$ cat src/rtl/pipe_ctrl_pkg.sv
// Shared types and constants for the IF/ID front-end controller.
// Latency: n/a (declarations only).
// Backpressure: n/a.
//
// Contents: controller state encoding (also exported on ctrl_state for debug)
// and the JALR opcode plus a small matcher for front ends that decode it locally.
package pipe_ctrl_pkg;

  typedef enum logic [1:0] {
    RUN       = 2'd0,
    STALL     = 2'd1,
    FLUSH     = 2'd2,
    JALR_WAIT = 2'd3
  } ctrl_state_e;

  localparam logic [6:0] OPC_JALR = 7'b1100111;

  function automatic logic is_jalr_opc(input logic [6:0] opc);
    return opc == OPC_JALR;
  endfunction

endpackage

$ cat src/rtl/pipe_ctrl_sat_counter.sv
// Saturating up-counter used for the front-end performance counters.
// Latency: value reflects inc one cycle later (registered).
// Backpressure: none; holds at all-ones instead of wrapping.
//
// Ports: clk, rst (sync, active-high), inc (count enable), value (current count).
module sat_counter
  import pipe_ctrl_pkg::*;
#(
  parameter int CNT_W = 16
) (
  input  logic             clk,
  input  logic             rst,
  input  logic             inc,
  output logic [CNT_W-1:0] value
);

  logic [CNT_W-1:0] value_q;
  logic [CNT_W-1:0] value_d;

  always_comb begin
    value_d = value_q;
    if (inc && (value_q != '1)) begin
      value_d = value_q + 1'b1;
    end
  end

  always_ff @(posedge clk) begin
    if (rst) begin
      value_q <= '0;
    end else begin
      value_q <= value_d;
    end
  end

  assign value = value_q;

endmodule

$ cat src/rtl/pipe_ctrl.sv
// IF/ID front-end sequencer: PC/IF-ID write enables, decoder valid, redirect and flush.
// Latency: enables/redirect are combinational from state + inputs (0 cycles); state on posedge.
// Backpressure: dec_stall freezes PC and IF/ID the same cycle; JALR holds fetch until EX redirects.
//
// Ports: clk, rst (sync, active-high); dec_stall, id_is_jalr, ex_redirect, ex_target in;
// pc_we, ifid_we, id_valid, redirect, redirect_pc, ctrl_state out; stall_cycles,
// flush_cycles perf counters; watchdog_err (sticky until rst).
module pipe_ctrl
  import pipe_ctrl_pkg::*;
#(
  parameter int XLEN         = 32,
  parameter int FLUSH_CYCLES = 2,
  parameter int MAX_STALL    = 15,
  parameter int CNT_W        = 16
) (
  input  logic             clk,
  input  logic             rst,
  input  logic             dec_stall,
  input  logic             id_is_jalr,
  input  logic             ex_redirect,
  input  logic [XLEN-1:0]  ex_target,
  output logic             pc_we,
  output logic             ifid_we,
  output logic             id_valid,
  output logic             redirect,
  output logic [XLEN-1:0]  redirect_pc,
  output logic [1:0]       ctrl_state,
  output logic [CNT_W-1:0] stall_cycles,
  output logic [CNT_W-1:0] flush_cycles,
  output logic             watchdog_err
);

  localparam int FC_W = $clog2(FLUSH_CYCLES + 1);
  localparam int RL_W = $clog2(MAX_STALL + 1);

  localparam logic [FC_W-1:0] FLUSH_INIT    = FC_W'(FLUSH_CYCLES);
  localparam logic [FC_W-1:0] FLUSH_RESTART = FC_W'(FLUSH_CYCLES - 1);
  localparam logic [FC_W-1:0] FLUSH_LAST    = FC_W'(1);
  localparam logic [RL_W-1:0] RUN_MAX       = RL_W'(MAX_STALL);

  ctrl_state_e     state_q, state_d;
  logic [FC_W-1:0] cnt_q, cnt_d;
  logic [RL_W-1:0] run_q, run_d;
  logic            wd_q, wd_d;

  // Output decode and next-state. Priority: ex_redirect > dec_stall > id_is_jalr.
  always_comb begin
    pc_we       = 1'b0;
    ifid_we     = 1'b0;
    id_valid    = 1'b0;
    redirect    = 1'b0;
    redirect_pc = '0;
    state_d     = state_q;
    cnt_d       = cnt_q;

    if (rst) begin
      // Everything stays quiet; the flops take their reset values below.
    end else if (ex_redirect) begin
      redirect    = 1'b1;
      redirect_pc = ex_target;
      pc_we       = 1'b1;
      ifid_we     = 1'b1;
      // The redirect cycle itself is the first squashed slot.
      if (FLUSH_RESTART == '0) begin
        state_d = RUN;
      end else begin
        state_d = FLUSH;
        cnt_d   = FLUSH_RESTART;
      end
    end else begin
      case (state_q)
        FLUSH: begin
          pc_we   = 1'b1;
          ifid_we = 1'b1;
          cnt_d   = cnt_q - 1'b1;
          if (cnt_q == FLUSH_LAST) begin
            state_d = RUN;
          end
        end
        RUN, STALL: begin
          // RUN and STALL drive identical outputs; they differ only for debug visibility.
          id_valid = 1'b1;
          pc_we    = !dec_stall;
          ifid_we  = !dec_stall;
          if (dec_stall) begin
            state_d = STALL;
          end else if (id_is_jalr) begin
            state_d = JALR_WAIT;
          end else begin
            state_d = RUN;
          end
        end
        JALR_WAIT: begin
          // Fetch held until EX resolves the jump target.
        end
        default: begin
          state_d = FLUSH;
          cnt_d   = FLUSH_INIT;
        end
      endcase
    end
  end

  // Stall watchdog. The RUN cycle in which dec_stall first freezes fetch already
  // belongs to the frozen run, so any pc_we=0 cycle out of reset extends it.
  always_comb begin
    run_d = run_q;
    wd_d  = wd_q;
    if (pc_we) begin
      run_d = '0;
    end else begin
      if (run_q != RUN_MAX) begin
        run_d = run_q + 1'b1;
      end
      if (run_d == RUN_MAX) begin
        wd_d = 1'b1;
      end
    end
  end

  always_ff @(posedge clk) begin
    if (rst) begin
      state_q <= FLUSH;
      cnt_q   <= FLUSH_INIT;
      run_q   <= '0;
      wd_q    <= 1'b0;
    end else begin
      state_q <= state_d;
      cnt_q   <= cnt_d;
      run_q   <= run_d;
      wd_q    <= wd_d;
    end
  end

  logic stall_inc;
  logic flush_inc;

  assign stall_inc = !rst && !pc_we;
  assign flush_inc = !rst && (redirect || (state_q == FLUSH));

  sat_counter #(.CNT_W(CNT_W)) u_stall_cnt (
    .clk   (clk),
    .rst   (rst),
    .inc   (stall_inc),
    .value (stall_cycles)
  );

  sat_counter #(.CNT_W(CNT_W)) u_flush_cnt (
    .clk   (clk),
    .rst   (rst),
    .inc   (flush_inc),
    .value (flush_cycles)
  );

  assign ctrl_state   = state_q;
  assign watchdog_err = wd_q;

endmodule
$ cat config.mk
export PLATFORM = sky130hd
export DESIGN_NAME = pipe_ctrl
export DESIGN_NICKNAME = d
export VERILOG_FILES = /design/src/rtl/pipe_ctrl_pkg.sv /design/src/rtl/pipe_ctrl_sat_counter.sv /design/src/rtl/pipe_ctrl.sv
export SDC_FILE = /design/constraint.sdc
export NUM_CORES = 1
export LEC_CHECK = 0
export CAP_MARGIN = 20
export CORE_MARGIN = 10
export CORE_UTILIZATION = 33
export CTS_BUF_LIST = sky130_fd_sc_hd__clkbuf_2 sky130_fd_sc_hd__clkbuf_4 sky130_fd_sc_hd__clkbuf_8
export CTS_CLUSTER_DIAMETER = 50
export CTS_CLUSTER_SIZE = 14
export DETAILED_ROUTE_END_ITERATION = 6
export PLACE_DENSITY = 0.69
export RECOVER_POWER = 100
export SKIP_LAST_GASP = 1
export SYNTH_ARGS = -nofsm -noshare
export SYNTH_HDL_FRONTEND = slang
export SYNTH_SLANG_ARGS = --single-unit
$ cat constraint.sdc
create_clock -name clk -period 1.9 [get_ports clk]
set_input_delay 0.19 -clock clk [delete_from_list [all_inputs] [get_ports clk]]
set_output_delay 0.19 -clock clk [all_outputs]
set_load 0.01 [all_outputs]
# Yosys cells after proc, flatten, opt, wreduce, memory -nomap -nowiden
# Cells that the tools add are included.
# word_totals
regBits	41
input_bits	37
output_inout_bits	71
wordCells	53
# op_classes
addsub	4
eq_ne	8
muxes	18
n_bitwise	1
n_reduce_logical	16
# ops
op	count
2-to-1 mux 32 bit	2
adder 16 x 1 -> 16 bit, second input constant	2
!= test 16 bit, second input constant	2
2-to-1 mux 2 bit	5
2-to-1 mux 4 bit	2
2-to-1 mux 1 bit	7
OR reduction 2 bit	3
adder 4 x 1 -> 4 bit, second input constant	1
== test 2 x 1 -> 1 bit, second input constant	2
== test 4 bit, second input constant	1
logical AND 1 bit	4
!= test 4 bit, second input constant	1
one-hot mux 2 bit (2 select lines)	1
AND reduction 2 bit	2
nonzero test 2 bit	2
zero test 1 bit	3
== test 2 bit, second input constant	1
zero test 2 bit	1
!= test 2 bit, second input constant	1
one-hot mux 1 bit (2 select lines)	1
subtractor 2 x 1 -> 2 bit, second input constant	1
logical OR 1 bit	1
inverter 1 bit	1

# Longest topological paths before layout
# Gate-level depths: netlist of run 1.
# logic_depth
ltp_word	8
mapped_depth	7
depth_no_buf	5

# Modules after synthesis
# From an unflattened synthesis of run 1, not the netlist that was laid out.
# unflattened
cells_unflattened	301
hier_area_um2	2466.1
# by_module_without_submodules
mod	n_inst	cells_per_inst	area_per_inst_um2	seq_area_each_um2
sat_counter	2	99	848.3	320.3
pipe_ctrl	1	103	769.5	180.2

# Worst setup path after synthesis of run 1
# No wires, ideal clock.
# synth_timing
path_type	reg-to-reg
from	register u_stall_cnt.value_q[0], in the netlist u_stall_cnt.value[0]
to	register u_stall_cnt.value_q[6], in the netlist u_stall_cnt.value[6]
setup_ps	70
t_arrival_ps	1850
t_required_ps	1830
slack_ps	-21
path_stages_with_launch	7
n_path_buf	1
synth_period_minus_slack_ps	1921
cell_sequence	dfxtp_1 > ha_1 > nand3_1 > or3_1 > buf_2 > or4_1 > a21oi_1
# synth_via
elab_chain_cells	2
word_cells_on_any_way	3
cone_classes	1 x add/sub; 1 x eq/ne; 1 x reduce/logical
# synth_lines
item	line	text
start, declared	pipe_ctrl_sat_counter.sv:17	logic [CNT_W-1:0] value_q;
start signal, assigned	pipe_ctrl_sat_counter.sv:31	value_q <= value_d;
branches (longest 2 deep; another with adder 16 x 1 -> 16 bit)	n/a	
# Several ways; the timed one is not identified.
# A chain may end at the register's enable or synchronous reset.

# Worst setup path in the final report of run 1
# layout_timing
from	input port rst
to	output port redirect_pc[25]
# layout_via
elab_chain_cells	1
# layout_lines
item	line	text
start, declared	pipe_ctrl.sv:17	input logic rst,
2-to-1 mux 32 bit	pipe_ctrl.sv:56	if (rst) begin
end, declared	pipe_ctrl.sv:26	output logic [XLEN-1:0] redirect_pc,
# No other way between the ends.

==> impl_metrics.sql, run 1 <==
INSERT INTO impl_metrics (metric_group, metric, value, unit) VALUES
('yosys', 'ys_seq_area_frac', '0.3467', ''),
('sta', 'max_slew_margin', '0.7266', ''),
('setup_path', 'criticalPathCategory', 'in -> out', ''),
('sta', 'hold_viol_final', '0', ''),
('power', 'cellPowerDensity', '470.1', 'nW/um^2'),
('final_layout', 'areaGrowthSynthToFinish', '62.63', '%'),
('power', 'seq_power_share', '0.488', ''),
('power', 'combPwrFrac', '0.174', ''),
('yosys', 'avgSynthCellArea', '8.163', 'um^2'),
('global_route', 'grt_util_met2', '0.2162', ''),
('yosys', 'ys.flop_type', 'sky130_fd_sc_hd__dfxtp_1', ''),
('die', 'number_of_placed_i_o_pins', '108', ''),
('yosys', 'syn-cell-area', '2367', 'um^2'),
('drt', 'vias_per_cell', '5.261', ''),
('flow_run', 'timing.max_cap.violations', '0', ''),
('power', 'power_switching', '0.4531', 'mW'),
('drt', 'antenna_left', '0', ''),
('drt', 'routed_wl', '8235', 'um'),
('drt', 'first_drt_iteration_drcs', '95', ''),
('sta', 'final.period_utilization', '0.9654', ''),
('sta', 'layout_setup_ws', '65.75', 'ps'),
('die', 'die_w', '104.7', 'um'),
('setup_path', 'timing.critical_path.from_type', 'primary input', ''),
('sta', 'setup-tns-final', '0', 'ps'),
('cts', 'clock_tree_from_tritoncts', 'done', ''),
('global_route', 'gr-usage-all-layers', '0.1424', ''),
('cts', 'tritoncts_num_sinks', '41', ''),
('yosys', 'synthesis.yosys.warnings', '0', ''),
('global_route', 'first_pass_grt_wire_length', '13080', 'um'),
('placed_design', 'globalplace.congestion', '0.8556', ''),
('sta', 'clock_skew', '3.908', 'ps'),
('sta', 'max_slew.worst_pin.slew', '408.6', 'ps'),
('placed_design', 'place_hpwl', '6367', 'um'),
('die', 'start_util', '0.3446', ''),
('global_route', 'grt-ovfl-total', '0', ''),
('global_route', 'grt_max_degree', '37', ''),
('worst_hold_path', 'hp-class', 'reg -> reg', ''),
('drt', 'drc', '0', ''),
('yosys', 'syn_nets', '331', ''),
('cts', 'cts-root-to-sink-buffers', '2', ''),
('global_route', 'grt_pass1_vias', '2603', ''),
('setup_path', 'worst_path_arrival_time', '1640', 'ps'),
('die', 'rows', '30', ''),
('cts', 'count_of_h_tree_levels_built_during_cts', '2', ''),
('power', 'power.switching_fraction', '0.2503', ''),
('yosys', 'synth-edff-count', '0', ''),
('cts', 'later_pin_clock_latency_in_the_skew_report', '300', 'ps'),
('yosys', 'ys_top_cells_by_area', 'sky130_fd_sc_hd__dfxtp_1 (35%), sky130_fd_sc_hd__and3_1 (9.5%), sky130_fd_sc_hd__nor2_1 (3.8%)', ''),
('sta', 'final_min_period', '1834', 'ps'),
('outcome', 'outcome', 'complete, no violations', ''),
('sta', 'max_freq', '0.5452', 'GHz'),
('die', 'die_height', '104.7', 'um'),
('yosys', 'synthDominantCellAreaShare', '0.3467', ''),
('final_layout', 'layout_cell_share_with_drive_strength_beyond_1', '0.1338', ''),
('drt', 'drt_first_pass_iters', '4', ''),
('final_layout', 'finalNetCount', '467', ''),
('setup_path', 'crit_path_max_fanout', '18', ''),
('yosys', 'post_synth_inst_count', '290', ''),
('yosys', 'post_synth_num_cell_types', '48', ''),
('power', 'power.share.clock', '0.338', ''),
('yosys', 'ys_ff_latch', '41', ''),
('yosys', 'synth-async-reset-ratio', '0', ''),
('placed_design', 'placement.io_buffers', '107', ''),
('placed_design', 'post-place-ws', '-259.7', 'ps'),
('power', 'finalPower', '1.810', 'mW'),
('final_layout', 'mostFrequentLayoutCells', 'sky130_fd_sc_hd__clkdlybuf4s50_1 (56), sky130_fd_sc_hd__dfxtp_1 (38), sky130_fd_sc_hd__dlygate4sd3_1 (38), sky130_fd_sc_hd__and3_1 (36), sky130_fd_sc_hd__buf_4 (28)', ''),
('power', 'total_leakage_power', '1.650', 'nW'),
('cts', 'num_cts_buffers', '5', ''),
('cts', 'root_buffer_cell', 'sky130_fd_sc_hd__clkbuf_8', ''),
('setup_path', 'cp-end-kind', 'primary output', ''),
('final_layout', 'finish.utilization', '0.5605', '');
-- routing by layer --
layer	share of wire	vias to the layer above
met2	0.43	118
met1	0.42	1247
li1	-	1372
met3	0.13	9
met4	0.015	0
met5	0	-
-- metrics by stage --
step / instance area (um^2) / instances
after detailed placement: 3780 / 513
after global routing: 3850 / 522
after CTS: 3875 / 521
final: 3850 / 522
after floorplan: 2370 / 290
after global placement: 3780 / 513
-- worst paths after layout --
kind	from	to	slack [ps]	depth (start not counted)
worst max-delay path	rst	redirect_pc[25]	70	6
worst max register to register	ctrl_state[0]	u_flush_cnt.value[13]	110	5
worst min-delay path	watchdog_err	watchdog_err	470	1
worst min register to register	watchdog_err	watchdog_err	470	1
-- cell usage after synthesis, types with 3 or more instances --
master	instances
sky130_fd_sc_hd__mux2_2	7
sky130_fd_sc_hd__a311oi_1	3
sky130_fd_sc_hd__o311ai_0	4
sky130_fd_sc_hd__nor3_1	9
sky130_fd_sc_hd__ha_1	4
sky130_fd_sc_hd__nand3_1	13
sky130_fd_sc_hd__dfxtp_1	41
sky130_fd_sc_hd__mux2i_1	6
sky130_fd_sc_hd__a21oi_1	14
sky130_fd_sc_hd__or3_1	3
sky130_fd_sc_hd__and3_1	36
sky130_fd_sc_hd__and4_1	4
sky130_fd_sc_hd__o21ai_0	7
sky130_fd_sc_hd__inv_1	8
sky130_fd_sc_hd__o31ai_1	5
sky130_fd_sc_hd__nand2_1	17
sky130_fd_sc_hd__clkbuf_1	12
sky130_fd_sc_hd__buf_2	3
sky130_fd_sc_hd__or4_1	6
sky130_fd_sc_hd__nand4_1	6
sky130_fd_sc_hd__nor2_1	24
sky130_fd_sc_hd__nor4_1	5
sky130_fd_sc_hd__nand2b_1	3
sky130_fd_sc_hd__nor2b_1	7
sky130_fd_sc_hd__a31oi_1	3
sky130_fd_sc_hd__a211oi_1	9
-- state kept, by name, indices dropped and copies added (netlist names) --
name	flops
u_stall_cnt.value	16
watchdog_err	1
cnt_q	2
u_flush_cnt.value	16
run_q	4
ctrl_state	2
-- power by group through the flow --
stage | Clock, mW | Sequential, mW | Combinational, mW
2_1_floorplan | 0 | 0.905 | 0.114
3_3_place_gp | 0 | 0.903 | 0.322
3_5_place_dp | 0 | 0.903 | 0.324
4_1_cts | 0.624 | 0.883 | 0.325
5_1_grt | 0.656 | 0.885 | 0.343
6_report | 0.613 | 0.883 | 0.315
-- kinds of logic after synthesis --
| kind of cell | share of synthesized area |
|---|---|
| DFF | 0.3467 |
| and+or+nand+nor | 0.3473 |
| AOI/OAI and AO/OA | 0.1697 |
| xor gates and xnor gates | 0.007401 |
| muxes | 0.05867 |
| buffers and inverters | 0.04915 |
| adders and majority gates | 0.02114 |
-- cell type report --
| cell class | count | area (um^2) |
|---|---|---|
| Clock buffer | 7 | 90.09 |
| Sequential cell | 41 | 824.5 |
| Inverter | 8 | 33.78 |
| Tap cell | 96 | 120.1 |
| Multi-Input combinational cell | 222 | 1435 |
| Timing Repair Buffer | 148 | 1346 |
| Fill cell | 635 | 3019 |
-- critical path, stage by stage --
cell	delay [ps]
sky130_fd_sc_hd__dlygate4sd2_1	290
sky130_fd_sc_hd__buf_4	170
sky130_fd_sc_hd__clkinvlp_4	110
sky130_fd_sc_hd__clkbuf_16	180
sky130_fd_sc_hd__and3_1	160
sky130_fd_sc_hd__clkdlybuf4s50_1	540
-- repair_timing --
action                                 CTS  global route
gates resized for setup                  6            11
buffers inserted                         0             0
setup endpoints to repair               36            18
hold buffers                             0             0
cloned                                   1             1
endpoints found under the hold margin    0             0
No activity file was read; power rests on OpenSTA's default activity.
==> inputs of run 2 (changes only) <==
--- a/config.mk
+++ b/config.mk
@@ -8,11 +8,10 @@
 export CAP_MARGIN = 20
 export CORE_MARGIN = 10
 export CORE_UTILIZATION = 33
-export CTS_BUF_LIST = sky130_fd_sc_hd__clkbuf_2 sky130_fd_sc_hd__clkbuf_4 sky130_fd_sc_hd__clkbuf_8
 export CTS_CLUSTER_DIAMETER = 50
 export CTS_CLUSTER_SIZE = 14
 export DETAILED_ROUTE_END_ITERATION = 6
-export PLACE_DENSITY = 0.69
+export PLACE_DENSITY = 0.66
 export RECOVER_POWER = 100
 export SKIP_LAST_GASP = 1
 export SYNTH_ARGS = -nofsm -noshare
==> constraint.sdc (replaced) <==
create_clock -name clk -period 2.2 [get_ports clk]
set_input_delay 0.22 -clock clk [delete_from_list [all_inputs] [get_ports clk]]
set_output_delay 0.22 -clock clk [all_outputs]
set_load 0.01 [all_outputs]
==> run 2 against run 1 <==
Compared with the run above: clock power decreased by 9.6%; flip-flop and latch count unchanged; via count decreased by 5.1%; wire length decreased by 4.9%; die area unchanged; hold slack improved by 5.5 ps; register-to-register slack improved by 120 ps; sequential share of layout area increased by 0.80 points; critical path type is now reg -> out; critical endpoint is now ifid_we.
==> impl_metrics.sql, run 2 (synthesis gave the netlist of run 1 again) <==
INSERT INTO impl_metrics (metric_group, metric, value, unit) VALUES
('outcome', 'outcome', 'complete, no violations', ''),
('sta', 'hold_viol_final', '0', ''),
('cts', 'root_buffer_cell', 'sky130_fd_sc_hd__clkbuf_8', ''),
('drt', 'routed_length_per_instance', '15.67', 'um'),
('flow_run', 'timing.max_cap.violations', '0', ''),
('cts', 'clock_tree_from_tritoncts', 'done', ''),
('die', 'start_util', '0.3446', ''),
('final_layout', 'diodes', '0', ''),
('die', 'number_of_placed_i_o_pins', '108', ''),
('power', 'power.share.clock', '0.352', ''),
('setup_path', 'worst-r2r-setup-slack', '230', 'ps'),
('cts', 'tritoncts_num_sinks', '41', ''),
('sta', 'setup-violations-final', '0', ''),
('drt', 'routed_wl', '7834', 'um'),
('final_layout', 'finalNetCount', '444', ''),
('die', 'die_w', '104.7', 'um'),
('setup_path', 'cp-end-kind', 'primary output', ''),
('final_layout', 'finish.utilization', '0.5386', ''),
('cts', 'count_of_h_tree_levels_built_during_cts', '2', ''),
('power', 'internal_power', '1.188', 'mW'),
('placed_design', 'placement.io_buffers', '107', ''),
('sta', 'clock_skew', '3.064', 'ps'),
('global_route', 'grt_antenna_before_repair', '0', ''),
('sta', 'final.period_utilization', '0.9498', ''),
('cts', 'later_pin_clock_latency_in_the_skew_report', '300', 'ps'),
('drt', 'route.vias.total', '2605', ''),
('power', 'power_switching', '0.3861', 'mW'),
('power', 'combPwrFrac', '0.164', ''),
('global_route', 'grt_pass1_vias', '2584', ''),
('setup_path', 'cp_slowest_cell', 'sky130_fd_sc_hd__clkdlybuf4s50_1', ''),
('placed_design', 'post-place-cells', '492', ''),
('setup_path', 'timing.critical_path.from_type', 'flip-flop', ''),
('cts', 'post_cts_resize_count', '1', ''),
('sta', 'max_slew_margin', '0.6486', ''),
('die', 'core_area', '6869', 'um^2'),
('die', 'design.die.area', '10960', 'um^2'),
('drt', 'first_drt_iteration_drcs', '97', ''),
('cts', 'cts-root-to-sink-buffers', '2', ''),
('power', 'total_leakage_power', '1.510', 'nW'),
('final_layout', 'filler_cell_count', '643', ''),
('global_route', 'grt-ovfl-total', '0', ''),
('drt', 'vias_per_cell', '5.210', ''),
('cts', 'post_cts.repair.setup_buffers', '0', ''),
('sta', 'grt_setup_unrepaired', 'no', ''),
('placed_design', 'post-place-ws', '17.82', 'ps'),
('sta', 'final_min_period', '2089', 'ps'),
('placed_design', 'globalplace.congestion', '0.8095', ''),
('setup_path', 'crit_path_max_fanout', '9', ''),
('sta', 'setup-tns-final', '0', 'ps'),
('drt', 'drc', '0', ''),
('setup_path', 'worstPathRequired', '1980', 'ps'),
('final_layout', 'layout_cell_share_with_drive_strength_beyond_1', '0.07921', ''),
('setup_path', 'worst_path_arrival_time', '1870', 'ps'),
('sta', 'max_slew.worst_pin.slew', '527.1', 'ps'),
('drt', 'drt_first_pass_iters', '4', ''),
('power', 'cellPowerDensity', '425.5', 'nW/um^2'),
('setup_path', 'criticalPathCategory', 'reg -> out', ''),
('power', 'seq_power_share', '0.484', ''),
('placed_design', 'place_hpwl', '6156', 'um'),
('worst_hold_path', 'hp-class', 'reg -> reg', ''),
('drt', 'antenna_left', '0', ''),
('global_route', 'grt_max_degree', '38', ''),
('sta', 'max_freq', '0.4786', 'GHz'),
('setup_path', 'crit_path_max_incr_delay', '570', 'ps'),
('die', 'rows', '30', ''),
('sta', 'finalMaxSlewViolations', '0', ''),
('final_layout', 'mostFrequentLayoutCells', 'sky130_fd_sc_hd__clkdlybuf4s50_1 (68), sky130_fd_sc_hd__dfxtp_1 (40), sky130_fd_sc_hd__dlygate4sd3_1 (39), sky130_fd_sc_hd__and3_1 (36), sky130_fd_sc_hd__nor2_1 (24)', ''),
('cts', 'postCtsHoldBufs', '0', ''),
('setup_path', 'crit_path_cell_trace', 'mux2_1 > a21oi_2 > clkdlybuf4s50_1', ''),
('power', 'finalPower', '1.574', 'mW'),
('final_layout', 'layout.cells.most_common', 'sky130_fd_sc_hd__clkdlybuf4s50_1', ''),
('power', 'power.switching_fraction', '0.2452', ''),
('global_route', 'gr-usage-all-layers', '0.1398', ''),
('power', 'vdd_drop_max', '0.2806', 'mV'),
('sta', 'layout_setup_ws', '110.5', 'ps'),
('cts', 'num_cts_buffers', '5', ''),
('final_layout', 'areaGrowthSynthToFinish', '56.29', '%'),
('global_route', 'first_pass_grt_wire_length', '12960', 'um'),
('die', 'die_height', '104.7', 'um'),
('cts', 'clkSlewWorstSetupHoldPaths', '80', 'ps'),
('final_layout', 'finalNonFillerCells', '500', '');
-- run 2: final timing paths --
| check | from | endpoint | depth (start not counted) |
|---|---|---|---|
| min reg2reg | watchdog_err | watchdog_err | 1 |
| max reg2reg | ctrl_state[1] | watchdog_err | 6 |
| max | ctrl_state[1] | ifid_we | 3 |
| min | watchdog_err | watchdog_err | 1 |
-- run 2: per-stage QoR --
step	hold WS [ps]	cell area, um^2
after floorplan	358.9	2367
after global placement	469.9	3620
after detailed placement	462.0	3620
after CTS	486.0	3722
after global routing	512.3	3700
final	480.1	3700
-- run 2: cell type report --
class | count | area, um^2 | share of cell area
multi-input cells | 222 | 1425 | 0.3852
repair buffers | 125 | 1201 | 0.3247
flip-flops and latches | 41 | 822.0 | 0.2222
well taps | 96 | 120.1 | 0.03247
clock buffers | 7 | 96.34 | 0.02604
inverters | 8 | 30.03 | 0.008116
clock inverters | 1 | 5.005 | 0.001353
-- run 2: power by group through the flow --
stage | Sequential, mW | Clock, mW | Combinational (mW)
2_1_floorplan | 0.782 | 0 | 0.0983
3_3_place_gp | 0.780 | 0 | 0.264
3_5_place_dp | 0.780 | 0 | 0.267
4_1_cts | 0.763 | 0.579 | 0.269
5_1_grt | 0.765 | 0.600 | 0.284
6_report | 0.762 | 0.554 | 0.258
-- run 2: routing by layer --
metal,GRT usage,part of all wire,vias up
li1,-,-,1327
met1,0.1599,0.42,1172
met2,0.2113,0.44,100
met3,0.08661,0.13,6
met4,0.04412,0.0092,0
met5,0,0,-
-- run 2: worst max-delay path, delay by kind of cell (launching register included) --
kind / cells / cell delay, ps
buffers and inverters: 1 / 570
AOI/OAI and AO/OA: 1 / 200
muxes: 1 / 380
DFF: 1 / 420
